[src/rtl/mem_port_arbiter.sv]
// Arbiter sharing one single-port memory between instruction fetch (IF) and data access (DM).
// Optional round-robin tie-breaking is enabled by defining ARB_RR_EN; the default build uses fixed DM-over-IF priority.
module mem_port_arbiter #(
  parameter int unsigned ADDR_W   = 32,
  parameter int unsigned DATA_W   = 32,
  parameter int unsigned MAX_WAIT = 15
) (
  input  logic              clk,
  input  logic              rst,
  input  logic              ifReq,
  input  logic [ADDR_W-1:0] ifAddr,
  output logic              ifDone,
  output logic [DATA_W-1:0] ifRdata,
  input  logic              dmReq,
  input  logic              dmWe,
  input  logic [ADDR_W-1:0] dmAddr,
  input  logic [DATA_W-1:0] dmWdata,
  output logic              dmDone,
  output logic [DATA_W-1:0] dmRdata,
  output logic              memEn,
  output logic              memWe,
  output logic [ADDR_W-1:0] memAddr,
  output logic [DATA_W-1:0] memWdata,
  input  logic [DATA_W-1:0] memRdata,
  input  logic              memReady,
  output logic              ifStall,
  output logic              dmStall,
  output logic              busErr
);

  typedef enum logic [1:0] {IDLE, SERV_IF, SERV_DM} state_t;

  state_t     state, stateNx;
  logic [7:0] waitCnt;
  logic       weLat;
  logic       lastGrant;  // 1 = DM was granted last, 0 = IF
  logic       grantDm, grantIf, timeout;

  // A requester whose done pulse is high this cycle is not eligible for grant.
  assign ifStall = ifReq & ~ifDone;
  assign dmStall = dmReq & ~dmDone;

  assign memEn   = (state != IDLE);
  assign memWe   = (state == SERV_DM) & weLat;
  assign timeout = (waitCnt == 8'(MAX_WAIT - 1));

`ifdef ARB_RR_EN
  always_comb begin
    grantDm = dmStall & (~ifStall | ~lastGrant);
    grantIf = ifStall & ~grantDm;
  end
`else
  logic unused_lastgrant;
  assign unused_lastgrant = lastGrant;

  always_comb begin
    grantDm = dmStall;
    grantIf = ifStall & ~grantDm;
  end
`endif

  always_comb begin
    stateNx = state;
    case (state)
      IDLE: begin
        if (grantDm)      stateNx = SERV_DM;
        else if (grantIf) stateNx = SERV_IF;
      end
      SERV_IF, SERV_DM: begin
        if (memReady || timeout) stateNx = IDLE;
      end
      default: stateNx = IDLE;
    endcase
  end

  always_ff @(posedge clk) begin
    if (rst) begin
      state     <= IDLE;
      memAddr   <= '0;
      memWdata  <= '0;
      weLat     <= 1'b0;
      ifRdata   <= '0;
      dmRdata   <= '0;
      ifDone    <= 1'b0;
      dmDone    <= 1'b0;
      busErr    <= 1'b0;
      waitCnt   <= '0;
      lastGrant <= 1'b0;
    end else begin
      state  <= stateNx;
      ifDone <= 1'b0;
      dmDone <= 1'b0;
      case (state)
        IDLE: begin
          waitCnt <= '0;
          if (grantDm) begin
            memAddr   <= dmAddr;
            memWdata  <= dmWdata;
            weLat     <= dmWe;
            lastGrant <= 1'b1;
          end else if (grantIf) begin
            memAddr   <= ifAddr;
            weLat     <= 1'b0;
            lastGrant <= 1'b0;
          end
        end
        SERV_IF: begin
          if (memReady) begin
            ifRdata <= memRdata;
            ifDone  <= 1'b1;
          end else if (timeout) begin
            ifRdata <= '1;
            ifDone  <= 1'b1;
            busErr  <= 1'b1;
          end else begin
            waitCnt <= waitCnt + 8'd1;
          end
        end
        SERV_DM: begin
          // memReady takes precedence over a simultaneous watchdog expiry.
          if (memReady) begin
            if (!weLat) dmRdata <= memRdata;
            dmDone <= 1'b1;
          end else if (timeout) begin
            if (!weLat) dmRdata <= '1;
            dmDone <= 1'b1;
            busErr <= 1'b1;
          end else begin
            waitCnt <= waitCnt + 8'd1;
          end
        end
        default: ;
      endcase
    end
  end

endmodule
[config.mk]
export PLATFORM = sky130hd
export DESIGN_NAME = mem_port_arbiter
export DESIGN_NICKNAME = d
export VERILOG_FILES = /design/src/rtl/mem_port_arbiter.sv
export SDC_FILE = /design/constraint.sdc
export NUM_CORES = 1
export LEC_CHECK = 0
export CORE_UTILIZATION = 40
export DETAILED_ROUTE_END_ITERATION = 6
export PLACE_DENSITY = 0.8
export SLEW_MARGIN = 30
export SYNTH_ARGS = -nofsm -noshare
export SYNTH_HDL_FRONTEND = slang
export SYNTH_SLANG_ARGS = --single-unit
[constraint.sdc]
create_clock -name clk -period 2.56 [get_ports clk]
set_clock_uncertainty 0.1 [all_clocks]
set_input_delay 0.512 -clock clk [delete_from_list [all_inputs] [get_ports clk]]
set_output_delay 0.512 -clock clk [all_outputs]
set_load 0.005 [all_outputs]
==> results.json, run 1 <==
{
  "vdd_drop_max_mv": 0.418,
  "synth_edf_count": 0,
  "post_cts_resized": 0,
  "cp_max_fo": 4,
  "drc_errors": 0,
  "cts_sinks": 142,
  "avgSynthCellArea_um2": 10.3,
  "io_pins": 269,
  "crit_top_cell": "inv_1",
  "avgRoutedWirePerCell_um": 16.3,
  "vias": 5103,
  "yosys_warnings": 0,
  "timing.hold.ws_ps": 354,
  "synth.distinct_cells": 47,
  "grt_pass1_vias": 5158,
  "r2r-end": "waitCnt[2]",
  "end_kind": "output pin",
  "p_per_area_nw_per_um2": 715,
  "crit_type": "flip-flop to output pin",
  "nets": 924,
  "finalSetupViolCount": 0,
  "worst_slew_pin_slew_ps": 385,
  "clk_latency_ps": 410,
  "ant_nets": 0,
  "area.growth.synth_to_final_pct": 62.7,
  "cts_tree": "built",
  "fin_crit_ps": 2400,
  "rrSetupSlack_ps": 380,
  "grt_pass1_wl_um": 25400,
  "cp_slowest_stage_delay_ps": 550,
  "start_kind": "flip-flop",
  "cts_buffers": 17,
  "combPwrFrac": 0.214,
  "period_share": 0.937,
  "grt_util_all_layers": 0.228,
  "critPathArrivalTime_ps": 1790,
  "setup-tns-final_ps": 0,
  "drt_iter0_markers": 347,
  "power_leakage_nw": 3.37,
  "num_antenna_cells": 0,
  "critical_path_required_ps": 1950,
  "crit_path_end": "memEn",
  "slowest_stage": "clkdlybuf4s50_1",
  "drt-total-wl_um": 15900,
  "antenna_found_initial": 0,
  "fp.dieH_um": 119,
  "finalHoldViolCount": 0,
  "syn-num-nets": 672,
  "gp_congestion": 0.773,
  "io_buffers": 268,
  "overflow": 0,
  "critPathLaunch": "state[0]",
  "cts_setup_buffers": 0,
  "start_util": 0.412,
  "final_util": 0.670,
  "path_cells": "inv_1 > ha_1 > inv_1 > clkdlybuf4s50_1",
  "dp.final_hpwl_um": 11300,
  "run_status": "completed",
  "slew_headroom": 0.743,
  "r2r_cells": 6,
  "drive_above_1_share": 0.155,
  "drt-vias-per-instance": 5.25,
  "fmax_mhz": 417,
  "htree_num_levels": 4,
  "synth_area_um2": 5450,
  "power_frac_clock": 0.383,
  "seq_area_frac_synth": 0.522,
  "power_frac_seq": 0.403,
  "drv_cap": 0,
  "rsz0062_at_grt": "no",
  "switchingPower_w": 0.00165,
  "design.die.area_um2": 14100,
  "fill_cells": 1040,
  "clockBufferDepth": 2,
  "async_reset_ff_frac": 0,
  "yosys_most_used_dff": "dfxtp_1",
  "hold_buffers": 0,
  "core_um2": 13200,
  "dieWidth_um": 119,
  "ys_seq_elements": 142,
  "switching_share": 0.261,
  "synth_cells": 531,
  "p_int_w": 0.00469,
  "min_path_type": "flip-flop to flip-flop",
  "root_buffer": "clkbuf_16",
  "slew_violations": 0,
  "rr_startpoint": "state[0]",
  "first_pass_iters": 6,
  "grt_start_max_net_pins": 76,
  "path_clk_slew_ps": 60,
  "fp-row-count": 42
}
-- per-layer routing --
metal,part of all wire,up-vias,GRT usage
met2,0.50,239,0.399
li1,-,2465,-
met4,0.017,0,0.0878
met1,0.40,2377,0.255
met5,0,-,0
met3,0.081,22,0.0724
-- sequential cells by signal, summed over array words and instances (netlist names) --
signal	count
dmRdata	32
memWdata	32
memAddr	32
ifDone	1
busErr	1
state	2
weLat	1
waitCnt	8
ifRdata	32
dmDone	1
-- cell usage after synthesis (3+ instances only) --
library cell,number,area share
a21oi_1,35,0.032
mux2i_1,32,0.059
buf_1,3,0.0021
a211oi_1,32,0.044
dfxtp_1,142,0.52
a31o_2,3,0.0048
a31oi_1,3,0.0034
buf_2,13,0.012
clkbuf_1,28,0.019
nand2_1,74,0.051
o21ai_0,5,0.0046
inv_1,6,0.0041
nor2_1,38,0.026
nor2b_1,4,0.0046
buf_6,4,0.0083
ha_1,7,0.016
o221a_2,63,0.13
-- logic make-up (layout without fill, tap and decap cells) --
| group | after synthesis | in the layout | synth area share |
|---|---|---|---|
| flops | 142 | 142 | 0.522 |
| compound gates | 153 | 153 | 0.238 |
| buf+inv | 55 | 320 | 0.0464 |
| simple gates | 141 | 141 | 0.117 |
| mux | 33 | 33 | 0.0608 |
| fa+ha+maj | 7 | 7 | 0.0161 |
-- through the flow --
step / instances / worst slack, ps / cell area (um^2) / power, W
2_1_floorplan: 531 / 632 / 5450 / 0.00316
3_3_place_gp: 940 / 172 / 8280 / 0.00392
3_5_place_dp: 940 / 70.9 / 8280 / 0.00396
4_1_cts: 972 / 126 / 8870 / 0.00641
5_1_grt: 972 / 64.9 / 8870 / 0.00665
6_report: 972 / 160 / 8870 / 0.00634
-- placed cells by master (no fill, tap or decap), types with 3 or more instances in the layout --
cell type,n
mux2i_1,32
buf_4,9
nor2_1,38
a21oi_1,35
dfxtp_1,142
clkdlybuf4s50_1,267
inv_6,5
ha_1,7
a31o_2,3
buf_12,4
o221a_2,63
nand2_1,74
inv_1,6
o21ai_0,5
clkinvlp_4,3
clkbuf_16,17
a31oi_1,3
a211oi_1,32
-- power by group through the flow --
stage                     clock (W)  combinational [W]  sequential, W
after CTS                   0.00248            0.00137        0.00256
final                       0.00243            0.00136        0.00256
after global routing        0.00260            0.00147        0.00258
after floorplan                   0           0.000555        0.00261
after detailed placement          0            0.00136        0.00260
after global placement            0            0.00133        0.00259
-- cell type report --
| type | count | area [um^2] | area share |
|---|---|---|---|
| clock buffers | 18 | 429 | 0.0484 |
| clock inverters | 14 | 156 | 0.0176 |
| inverters | 7 | 26.3 | 0.00296 |
| multi-input cells | 334 | 2370 | 0.267 |
| flip-flops and latches | 142 | 2840 | 0.321 |
| well taps | 176 | 220 | 0.0248 |
| repair buffers | 281 | 2830 | 0.319 |
-- worst max-delay path, delay by kind of cell, from the launching register on --
| kind | cells | cell delay (ps) |
|---|---|---|
| fa+ha+maj | 1 | 250 |
| buf+inv | 3 | 750 |
| flops | 1 | 380 |
-- how the worst min path moves through the flow --
stage                 start            to  slack, ps  depth (start not counted)
2_1_floorplan   memWdata[0]   memWdata[0]        350                          2
3_3_place_gp    memWdata[6]   memWdata[6]        340                          2
3_5_place_dp   memWdata[17]  memWdata[17]        350                          2
4_1_cts        memWdata[20]  memWdata[20]        360                          2
5_1_grt        memWdata[20]  memWdata[20]        370                          2
6_report       memWdata[13]  memWdata[13]        350                          2
Note: power is estimated with default switching activity, not from simulation.
==> inputs of run 2 (changes only) <==
--- a/config.mk
+++ b/config.mk
@@ -6,4 +6,5 @@
 export NUM_CORES = 1
 export LEC_CHECK = 0
+export ABC_CLOCK_PERIOD_IN_PS = 2560
 export CORE_UTILIZATION = 40
 export DETAILED_ROUTE_END_ITERATION = 6
==> constraint.sdc (replaced) <==
create_clock -name clk -period 2.56 [get_ports clk]
set_clock_uncertainty 0.1 [all_clocks]
set_input_delay 0.256 -clock clk [delete_from_list [all_inputs] [get_ports clk]]
set_output_delay 0.256 -clock clk [all_outputs]
set_load 0.005 [all_outputs]
==> run 2 against run 1 <==
  * Count of clock-buffer cells in the layout up 1
  * Sequential share of layout area decreased by 0.13 points
  * Utilization grew 0.27 points
  * Largest power group is now the clock network
  * Global-route usage down 0.16 points
  * Total power rose by 3.1%
  * First-iteration DRC count shrank 27%
  * Clock power grew 8%
  * Flip-flop and latch count unchanged
  * Fmax is 10% higher
  * Worst setup slack improved by 220 ps
  * Routed wire length rose by 0.79%
==> results.json, run 2 (same netlist as run 1, synthesis figures left out) <==
{
  "end_kind": "flip-flop",
  "final_util": 0.672,
  "timing.hold.ws_ps": 249,
  "io_buffers": 268,
  "min_path_type": "primary input to flip-flop",
  "drt_iter0_markers": 255,
  "grt_util_all_layers": 0.226,
  "htree_num_levels": 4,
  "cp_slowest_stage_delay_ps": 500,
  "avgRoutedWirePerCell_um": 16.5,
  "grt_start_max_net_pins": 76,
  "regArea_um2": 2840,
  "core_um2": 13200,
  "dieWidth_um": 119,
  "layout_common_cells": "clkdlybuf4s50_1 (267), dfxtp_1 (142), nand2_1 (74), o221a_2 (63), nor2_1 (38)",
  "fp-row-count": 42,
  "io_pins": 269,
  "design.die.area_um2": 14100,
  "path_clk_slew_ps": 60,
  "clockBufferDepth": 2,
  "p_per_area_nw_per_um2": 735,
  "clk_latency_ps": 410,
  "cts_buffers": 17,
  "fin_crit_ps": 2180,
  "area.growth.synth_to_final_pct": 63.3,
  "drc_errors": 0,
  "root_buffer": "clkbuf_16",
  "start_kind": "flip-flop",
  "antenna_found_initial": 0,
  "fp.dieH_um": 119,
  "critical_path_required_ps": 2780,
  "finalSetupViolCount": 0,
  "drt-vias-per-instance": 5.27,
  "nets": 924,
  "drv_cap": 0,
  "vias": 5116,
  "dp.final_hpwl_um": 11500,
  "drt-total-wl_um": 16000,
  "setup_ws_ps": 383,
  "ant_nets": 0,
  "worst_slew_pin_slew_ps": 793,
  "cts_sinks": 142,
  "critPathArrivalTime_ps": 2400,
  "cts_setup_buffers": 0,
  "finalNonFillerCells": 970,
  "post_cts_resized": 0,
  "multi_input_area_um2": 2370,
  "run_status": "completed",
  "slew_violations": 0,
  "grt_pass1_vias": 5020,
  "dp.cells": 940,
  "crit_top_cell": "inv_1",
  "vdd_drop_max_mv": 0.507,
  "drive_above_1_share": 0.152,
  "slowest_stage": "or4b_1",
  "cp_top_family": "compound AO/OA/AOI/OAI gates",
  "period_share": 0.850,
  "path_cells": "inv_1 > ha_1 > inv_1 > a211o_1 > or4b_1 > a21oi_1",
  "pre_cts_slack_ps": 373,
  "first_pass_iters": 4,
  "finalHoldViolCount": 0,
  "fmax_mhz": 459,
  "rsz0062_at_grt": "no",
  "grt_pass1_wl_um": 25000,
  "cts_tree": "built",
  "start_util": 0.412,
  "gp_congestion": 0.897,
  "final_common_cell": "clkdlybuf4s50_1",
  "overflow": 0,
  "setup-tns-final_ps": 0,
  "power_leakage_nw": 3.39,
  "hold_buffers": 0,
  "cp_max_fo": 7,
  "num_antenna_cells": 0,
  "slew_headroom": 0.471,
  "fill_cells": 1026,
  "crit_buf_inv": 2,
  "crit_type": "flip-flop to flip-flop"
}
[run 2: path summary, 6_finish.rpt]
kind	start	end	slack (ps)	depth (start not counted)
worst max-delay path	state[0]	waitCnt[2]	380	6
worst max register to register	state[0]	waitCnt[2]	380	6
worst min register to register	memWdata[20]	memWdata[20]	360	2
worst min-delay path	rst	waitCnt[6]	250	3
[run 2: per-layer routing]
metal	global-route usage	vias to the layer above	part of all wire
met3	0.0820	17	0.077
li1	-	2467	-
met4	0.0783	0	0.017
met5	0	-	0
met1	0.252	2414	0.40
met2	0.395	218	0.50
[run 2: report_power, final]
group,internal (W),switching [W],total [W]
sequential,0.00243,0.000125,0.00256
combinational,0.000803,0.000556,0.00136
clock,0.00174,0.000881,0.00262
[run 2: worst min-delay path, cell delays in order]
cell and delay [ps]:
buf_2 90, inv_2 190, o21a_1 170
[run 2: cell type report]
type                    count  area share
clock buffers              19      0.0498
clock inverters            11      0.0215
inverters                   7     0.00295
multi-input cells         334       0.266
flip-flops and latches    142       0.319
well taps                 176      0.0247
repair buffers            281       0.316
[run 2: stage by stage]
step	instance area (um^2)	total power [W]
floorplan	5450	0.00316
global placement	8270	0.00392
detailed placement	8270	0.00397
CTS	8900	0.00661
global route	8900	0.00683
finish	8900	0.00654
==> RTL change 1: new RTL, flow settings as in run 2 <==
The option `ARB_RR_EN` is turned on by a define.
--- a/src/rtl/mem_port_arbiter.sv
+++ b/src/rtl/mem_port_arbiter.sv
@@ -2,2 +2,4 @@
 // Optional round-robin tie-breaking is enabled by defining ARB_RR_EN; the default build uses fixed DM-over-IF priority.
+`define ARB_RR_EN
+
 module mem_port_arbiter #(
Behaviour: same outputs for any inputs over 4 cycles, from zero or initial values and one cycle with rst high; that may be too few to reach the edited logic, so the function may still have changed.
==> RTL change 1 against run 2 <==
Routed wire length increased by 4.1%; die area increased by 2.8%; setup slack improved by 0.064 ns; total power decreased by 0.79%; sequential cell count increased by 1; area after synthesis increased by 2.8%; final area increased by 1.1%; worst hold slack about the same; largest power group is now sequential cells; non-clock buffer count increased by 2; synthesized cell count increased by 26%; cell count increased by 14%.
==> RTL change 1: results <==
set metrics [dict create \
    status "complete, no violations" \
    endpoint "memEn" \
    synth.top_cells.by_count "dfxtp_1 (143), a21oi_1 (134), nor2_1 (71)" \
    slew_headroom 0.593 \
    grt_pass1_vias 5235 \
    tns_ns 0 \
    r2r-start "waitCnt[0]$_SDFFE_PP0P_" \
    crit_start "state[1]$_SDFFE_PP0P_" \
    dpl_worst_slack_ns 0.494 \
    grt_max_degree 65 \
    ys_types 36 \
    place_area_um2 8400 \
    areaGrowthSynthToFinish_pct 60.5 \
    arrival_ns 1.76 \
    fin_nets 1056 \
    nClkBuffers 21 \
    wl_per_cell_um 15.1 \
    synth-seq-cells 143 \
    routabilityCongestion 0.814 \
    seq_area_frac 0.318 \
    n_fill_cell 1149 \
    drive_above_1_share 0.0529 \
    cp_max_fo 5 \
    routed_wl_um 16600 \
    cts-root-buf "clkbuf_16" \
    r2r-end "waitCnt[3]$_SDFFE_PP0P_" \
    drt_iter0_drc 391 \
    ir_drop_mv 0.500 \
    grt_pass1_wl_um 25800 \
    ys_seq_area_frac 0.511 \
    track_usage 0.226 \
    synthTopCellsByArea "dfxtp_1 (51%), a21oi_1 (12%), o21ai_0 (5.9%)" \
    multi_input_area_share 0.273 \
    avgSynthCellArea_um2 8.37 \
    syn_nets 811 \
    design.die.area_um2 14500 \
    via_per_inst 5.11 \
    nNonClkBuffers 283 \
    multi_input_cells 463 \
    drt_pass1_iterations 4 \
    clock_area_frac 0.0660 \
    dpl.hpwl_um 11500 \
    leakagePower_nw 3.40 \
    fin_crit_sh 0.825 \
]
-- RTL change 1: cells by family (layout without fill, tap and decap cells) --
group / after synthesis / after routing / synth area share
AO/OA/AOI/OAI: 220 / 220 / 0.205
adder cells (fa/ha/maj): 7 / 7 / 0.0156
buffers and inverters: 64 / 320 / 0.0522
flip-flops: 143 / 143 / 0.511
multiplexers: 33 / 33 / 0.0592
AND/OR/NAND/NOR: 203 / 203 / 0.157
-- RTL change 1: report_power, final --
group          leakage [nW]  internal (mW)  switching (mW)
clock network         0.289           1.58           0.905
registers              1.17           2.46           0.118
logic                  1.94          0.801           0.630
total                  3.40           4.84            1.65
-- RTL change 1: worst min-delay path by stage --
stage / from / end / slack (ns) / cells past startpoint
floorplan: dmWdata[0] / memWdata[0]$_SDFFE_PP0P_ / 0.29 / 2
global placement: memWdata[21]$_SDFFE_PP0P_ / memWdata[21]$_SDFFE_PP0P_ / 0.34 / 2
detailed placement: memWdata[16]$_SDFFE_PP0P_ / memWdata[16]$_SDFFE_PP0P_ / 0.35 / 2
CTS: rst / lastGrant$_SDFFE_PP0P_ / 0.24 / 3
global route: rst / lastGrant$_SDFFE_PP0P_ / 0.25 / 3
finish: rst / lastGrant$_SDFFE_PP0P_ / 0.25 / 3
-- RTL change 1: critical path, cell delays in order, from the launching register on --
cell and delay, ns:
dfxtp_1 0.38, inv_1 0.09, ha_1 0.24, inv_1 0.10, clkdlybuf4s50_1 0.54
-- RTL change 1: per-layer routing --
layer,share of wire,GRT usage,wire [um]
met5,0,0,0
met4,0.029,0.102,478
met3,0.080,0.0745,1320
met2,0.47,0.370,7790
met1,0.42,0.269,7040
==> RTL change 2: new RTL, config.mk and constraints of run 2 <==
Without the edit above. Re-encode `state_t` (3 states) as one-hot, 3 bits wide.
--- a/src/rtl/mem_port_arbiter.sv
+++ b/src/rtl/mem_port_arbiter.sv
@@ -30,3 +30,3 @@
 
-  typedef enum logic [1:0] {IDLE, SERV_IF, SERV_DM} state_t;
+  typedef enum logic [2:0] {IDLE = 3'b001, SERV_IF = 3'b010, SERV_DM = 3'b100} state_t;
 
Check against the original RTL: no difference found for any inputs over 4 cycles, from zero or initial values and one cycle with rst high; so few cycles prove little.
==> RTL change 2 against run 2 <==
Routed wire length grew 12%; synthesized cell count grew 31%; total power shrank 13%; final area is essentially flat; area after synthesis grew 2.4%; setup slack lost 0.13 ns; sequential share of layout area grew 0.25 points; global-route usage grew 1.9 points; sequential cell count grew 1; first-iteration DRC count grew 24%; non-clock buffer count grew 3; combinational power shrank 27%.
==> RTL change 2: results <==
set metrics [dict create \
    status "complete, no violations" \
    grt_pass1_wl_um 27600 \
    n_fill_cell 1151 \
    wl_met3_um 1640 \
    clockPowerShare 0.393 \
    rrSetupSlack_ns 0.36 \
    worstRegToRegCells 5 \
    ys_seq_area_frac 0.513 \
    crit_start "state[0]$_SDFFE_PP1P_" \
    wl_per_cell_um 15.7 \
    track_usage 0.245 \
    via_count 5752 \
    grt_max_degree 52 \
    synth-adder-area-share 0.00448 \
    grtUsageMet2 0.420 \
    place_area_um2 8360 \
    r2r-end "memAddr[18]$_SDFFE_PP0P_" \
    grt_pass1_vias 5444 \
    synthTopCellsByArea "dfxtp_1 (51%), nand2_1 (11%), nor2_1 (6.8%)" \
    p_total_mw 5.68 \
    slowest_stage "clkdlybuf4s50_1" \
    hold_slack_ns 0.195 \
    cp_top_family "buffers and inverters" \
    comb_cell_power_uw 996 \
    synth.top_cells.by_count "nand2_1 (163), dfxtp_1 (143), nor2_1 (101)" \
    drive_above_1_share 0.0553 \
    fin_nets 1081 \
    synth.area.mux_share 0 \
    use_met1 0.269 \
    wl_met1_um 7230 \
    place_inst 1102 \
    ir_drop_mv 0.452 \
    worstMarginPinSlew_ns 0.762 \
    synth_compound_area_frac 0.180 \
    routed_wl_um 17800 \
    dpl_worst_slack_ns 0.431 \
    fin_crit_sh 0.900 \
    arrival_ns 1.95 \
    min_to "ifDone$_SDFF_PP0_" \
    ys_types 40 \
]
-- RTL change 2: changes by cell type after synthesis, sizes merged, moves of 30 or more --
| cell | change |
|---|---|
| a211oi | -32 |
| a21oi | +34 |
| a311oi | +32 |
| mux2i | -32 |
| nand2 | +89 |
| nor2 | +64 |
| nor3 | +37 |
| o21a | +30 |
| o221a | -64 |
-- RTL change 2: layout make-up --
class | instances | area [um2] | area share
Tap cell | 176 | 220 | 0.0248
Multi-Input combinational cell | 491 | 2450 | 0.276
Clock inverter | 6 | 32.5 | 0.00366
Timing Repair Buffer | 284 | 2800 | 0.315
Inverter | 8 | 30.0 | 0.00338
Clock buffer | 26 | 499 | 0.0561
Sequential cell | 143 | 2860 | 0.322
-- RTL change 2: worst reg2reg max path, cell delays in order (launching register included) --
cell and delay [ns]:
dfxtp_1 0.43, or3b_1 0.53, o21ba_2 0.31, buf_4 0.35, nor2_1 0.12, a311oi_1 0.27
